===== src/rtl/cw_deserializer.sv =====
// Bit-serial to 46-bit codeword framer with in-band SOF and a valid/ready output register.
// Optional build macro BURST_INJ_EN adds inj_* ports that XOR a burst into each loaded codeword.
module cw_deserializer #(
    parameter int N     = 46,
    parameter int B     = 6,
    parameter int OFS_W = 6
) (
    input  logic         clk,
    input  logic         rst_n,
    input  logic         ser_valid,
    input  logic         ser_bit,
    input  logic         ser_sof,
    output logic         cw_valid,
    input  logic         cw_ready,
    output logic [0:N-1] codeword,
    output logic         frame_err,
    output logic         ovf,
    output logic [15:0]  frame_cnt
`ifdef BURST_INJ_EN
    ,
    input  logic             inj_en,
    input  logic [OFS_W-1:0] inj_ofs,
    input  logic [0:B-1]     inj_pat
`endif
);

    localparam int CNT_W = $clog2(N);

    if ((2**OFS_W < N) || (B > N)) begin : g_bad_params
        $error("cw_deserializer: OFS_W too small for N, or B larger than N");
    end

    typedef enum logic {IDLE, SHIFT} state_t;

    state_t             state_reg, state_next;
    logic [CNT_W-1:0]   cnt_reg, cnt_next;
    logic [0:N-1]       sreg_reg, sreg_next;
    logic [0:N-1]       codeword_reg, codeword_next;
    logic               cw_valid_reg, cw_valid_next;
    logic               frame_err_reg, frame_err_next;
    logic               ovf_reg, ovf_next;
    logic [15:0]        frame_cnt_reg, frame_cnt_next;

    logic               store;
    logic [CNT_W-1:0]   wr_idx;
    logic               complete;
    logic               out_free;
    logic [0:N-1]       inj_mask;
    logic [0:N-1]       load_val;

    // Framing FSM: a mid-frame SOF restarts the frame and wins over completion.
    always_comb begin
        state_next     = state_reg;
        cnt_next       = cnt_reg;
        store          = 1'b0;
        wr_idx         = cnt_reg;
        complete       = 1'b0;
        frame_err_next = 1'b0;
        case (state_reg)
            IDLE: begin
                if (ser_valid && ser_sof) begin
                    store      = 1'b1;
                    wr_idx     = '0;
                    cnt_next   = CNT_W'(1);
                    state_next = SHIFT;
                end
            end
            SHIFT: begin
                if (ser_valid) begin
                    store = 1'b1;
                    if (ser_sof) begin
                        wr_idx         = '0;
                        cnt_next       = CNT_W'(1);
                        frame_err_next = 1'b1;
                    end else if (cnt_reg == CNT_W'(N-1)) begin
                        complete   = 1'b1;
                        cnt_next   = '0;
                        state_next = IDLE;
                    end else begin
                        cnt_next = cnt_reg + 1'b1;
                    end
                end
            end
            default: state_next = IDLE;
        endcase
    end

    // sreg_next already contains the final bit, so it is the complete frame at completion.
    for (genvar gi = 0; gi < N; gi++) begin : g_sreg
        assign sreg_next[gi] = (store && (wr_idx == CNT_W'(gi))) ? ser_bit : sreg_reg[gi];
    end

`ifdef BURST_INJ_EN
    function automatic logic inj_bit(input logic en, input logic [OFS_W-1:0] ofs,
                                     input logic [0:B-1] pat, input int idx);
        inj_bit = 1'b0;
        for (int k = 0; k < B; k++) begin
            if (en && (int'(ofs) + k == idx)) begin
                inj_bit = pat[k];
            end
        end
    endfunction

    // Burst positions past the last bit never match an index, so they fall away.
    for (genvar gi = 0; gi < N; gi++) begin : g_inj
        assign inj_mask[gi] = inj_bit(inj_en, inj_ofs, inj_pat, gi);
    end
`else
    assign inj_mask = '0;
`endif

    assign load_val = sreg_next ^ inj_mask;
    assign out_free = !cw_valid_reg || cw_ready;

    always_comb begin
        codeword_next  = codeword_reg;
        cw_valid_next  = cw_valid_reg;
        frame_cnt_next = frame_cnt_reg;
        ovf_next       = 1'b0;
        if (complete && out_free) begin
            codeword_next  = load_val;
            cw_valid_next  = 1'b1;
            frame_cnt_next = frame_cnt_reg + 16'd1;
        end else begin
            if (complete) begin
                ovf_next = 1'b1;
            end
            if (cw_valid_reg && cw_ready) begin
                cw_valid_next = 1'b0;
            end
        end
    end

    always_ff @(posedge clk or negedge rst_n) begin
        if (!rst_n) begin
            state_reg     <= IDLE;
            cnt_reg       <= '0;
            sreg_reg      <= '0;
            codeword_reg  <= '0;
            cw_valid_reg  <= 1'b0;
            frame_err_reg <= 1'b0;
            ovf_reg       <= 1'b0;
            frame_cnt_reg <= '0;
        end else begin
            state_reg     <= state_next;
            cnt_reg       <= cnt_next;
            sreg_reg      <= sreg_next;
            codeword_reg  <= codeword_next;
            cw_valid_reg  <= cw_valid_next;
            frame_err_reg <= frame_err_next;
            ovf_reg       <= ovf_next;
            frame_cnt_reg <= frame_cnt_next;
        end
    end

    assign codeword  = codeword_reg;
    assign cw_valid  = cw_valid_reg;
    assign frame_err = frame_err_reg;
    assign ovf       = ovf_reg;
    assign frame_cnt = frame_cnt_reg;

endmodule


===== config.mk =====
export PLATFORM = sky130hd
export DESIGN_NAME = cw_deserializer
export DESIGN_NICKNAME = d
export VERILOG_FILES = /design/src/rtl/cw_deserializer.sv
export SDC_FILE = /design/constraint.sdc
export NUM_CORES = 1
export LEC_CHECK = 0
export ABC_AREA = 1
export CELL_PAD_IN_SITES_DETAIL_PLACEMENT = 0
export CELL_PAD_IN_SITES_GLOBAL_PLACEMENT = 1
export CORE_MARGIN = 2
export CORE_UTILIZATION = 44
export CTS_BUF_LIST = sky130_fd_sc_hd__clkbuf_16
export CTS_CLUSTER_DIAMETER = 80
export CTS_CLUSTER_SIZE = 30
export DETAILED_ROUTE_END_ITERATION = 10
export GPL_TIMING_DRIVEN = 0
export PLACE_DENSITY = 0.89
export SLEW_MARGIN = 10
export SYNTH_ARGS = -nofsm -noshare
export SYNTH_HDL_FRONTEND = slang
export SYNTH_SLANG_ARGS = --single-unit
export TNS_END_PERCENT = 30

===== constraint.sdc =====
create_clock -name clk -period 2.5 [get_ports clk]
set_input_delay 0.375 -clock clk [delete_from_list [all_inputs] [get_ports clk]]
set_output_delay 0.375 -clock clk [all_outputs]
set_load 0.02 [all_outputs]

==> impl_metrics.toml <==
[finish]
final_layout_size_suffix_gt1_share_pct = 6.89
layout.nets = 838
diodes = 0
areaGrowthSynthToFinish_pct = 26.6
stdcell_count = 1014
seqCellArea_um2 = 2950
fillers = 1177
multi_input_area_um2 = 2190
final_common_cell = "nand2_1"
stdcell_area_um2 = 7160
final_cell_mix = "nand2_1 (286), dfrtp_1 (118), nand3_1 (106)"

[clock_network]
cts.sinks = 118
clk_latency_ps = 420
clockBufferDepth = 2
cts_tree = "done"
cts-root-buf = "clkbuf_16"
cts.reportedPaths.clkPinSlew_ps = 50
cts_setup_buffers = 0
numCtsBuffers = 17
cts_max_level = 4
cts-resized-gates = 0

[grt]
grt-ovfl-total = 0
grt_max_degree = 82
grt_pass1_wl_um = 23900
grt_util_all_layers_pct = 22.1
antenna_found_initial = 0
grt_pass1_vias = 4912

[logic_synthesis]
synth_area_leaders = "dfrtp_1 (52%), nand2_1 (19%), nand3_1 (9.4%)"
ys_warn_count = 0
syn_avg_cell_area_um2 = 7.66
synth_top_area_share_pct = 52.2
netlist_instances = 738
ys_types = 22
ys_seq_elements = 118
synth_top_cell_by_area = "dfrtp_1"
synth_seq_area_share_pct = 52.2
syn_nets = 747
syn_area_um2 = 5660

[timing]
min_period_ps = 2050
slew_violations = 0
rsz0062_at_grt = "no"
hold_viol = 0
max_slew_margin_pct = 57.5
setup_slack_ps = 447
finalClockSkew_ps = 6.29
fmax_mhz = 487
setup_viol = 0
tightest_slew_ps = 634
fin_crit_sh_pct = 82.1

[placed_design]
portBuffers = 70
hpwl_um = 10200
place_congestion = 0.869
place_area_um2 = 6600
dp_slack_ps = 72.6
dp.cells = 981

[outcome]
status = "finished clean"

[die]
die-area_um2 = 13800
die_w_um = 117
fp.dieH_um = 117
pin_count = 71
num_rows = 41
initial_core_util_pct = 45.0
core_area_um2 = 12600

[routing]
drt_first_iter_violations = 323
drc = 0
vias_per_cell = 4.91
num_vias = 4977
dr.pass1.iters = 5
antenna_left = 0
wire_per_inst_um = 14.2
wl_um = 14400

[worst_setup_path]
crit_arrival_ps = 2360
crit_type = "input port to register"
start_kind = "input port"
cp_max_fo = 10
worst_ep_required_time_ps = 2810
critical_path.max_stage_delay_ps = 520
cp_common_cell = "nand3_1"
endpoint_kind = "register"
crit_chain = "clkdlybuf4s50_1 -> nand2_1 -> buf_2 -> nand3_1 -> nor2_1 -> nand3_1 -> and2_1"
cp_slowest_cell = "nor2_1"

[flow_run]
max_cap_viol_count = 0

[pwr]
peakVddDrop_mv = 0.332
p_per_area_nw_per_um2 = 651
power.static_leakage_uw = 0.00365

[min_path]
hold_class = "input port to asynchronous set/reset pin"
-- per-layer routing --
layer  up-vias  track usage, %  routed length, µm  share of wire, %
met1      2370            28.9               6580                46
met4         0            9.56                357               2.5
li1       2451               -                  -                 -
met2       129            35.9               6770                47
met5         -               0                  0                 0
met3        27            4.62                647               4.5
-- cell usage after synthesis, drive strengths merged --
cell type / n
xor2: 8
nand4: 4
inv: 99
nand2: 288
and2: 24
buf: 22
o22ai: 5
nor2: 40
xnor2: 1
nand3b: 1
o21ai: 13
clkbuf: 4
nand3: 106
dfrtp: 118
o211ai: 1
o21bai: 1
ha: 3
-- worst max-delay path: cells and delay by family --
| kind | cells | cell delay (ps) |
|---|---|---|
| buffers and inverters | 2 | 700 |
| and+or+nand+nor | 5 | 1280 |
-- power breakdown --
part,switching (µW),internal [µW],leakage (µW)
Combinational,231,123,0.00199
Clock,847,1430,0.000278
Sequential,37.2,2000,0.00138
-- final timing paths --
check / startpoint / endpoint / cells past startpoint / slack (ps)
min in group clk: codeword[8] / codeword[8] / 2 / 470
hold / removal: rst_n / frame_cnt[13] / 2 / 430
setup / recovery: ser_sof / sreg_reg[42] / 7 / 450
hold reg to reg: codeword[8] / codeword[8] / 2 / 470
max in group asynchronous: rst_n / codeword[35] / 3 / 1350
setup reg to reg: cnt_reg[1] / codeword[0] / 9 / 640
-- logic make-up (layout without fill, tap and decap cells) --
group,after synthesis,count (layout),synth area share (%)
AND/OR/NAND/NOR,463,463,34.6
buffers and inverters,125,229,9.11
flip-flops,118,118,52.2
AO/OA/AOI/OAI,20,20,1.97
XOR/XNOR,9,9,1.39
adder cells (fa/ha/maj),3,3,0.664
-- final cells by class --
type	count	area share (%)
inverter	99	5.19
multi-input combinational	495	30.6
sequential	118	41.3
clock inverter	15	1.71
clock buffer	17	5.94
tap	172	3.01
timing repair buffer	72	10.3
buffer	26	2.01
-- metrics by stage --
| stage | hold slack, ps | total power (µW) | util [%] | setup TNS (ps) |
|---|---|---|---|---|
| final | 428 | 4660 | 57.0 | 0 |
| after floorplan | 79.4 | 2270 | - | 0 |
| after global placement | 457 | 2400 | 52.3 | -418840 |
| after CTS | 442 | 4690 | 57.0 | 0 |
| after global routing | 469 | 4830 | 57.0 | 0 |
| after detailed placement | 306 | 2410 | 52.5 | 0 |
-- timing repair --
| item | CTS | global route |
|---|---|---|
| hold endpoints to repair | 37 | 0 |
| setup endpoints to repair | 0 | 0 |
| hold buffers | 1 | 0 |
Note: power is estimated with default switching activity, not from simulation.
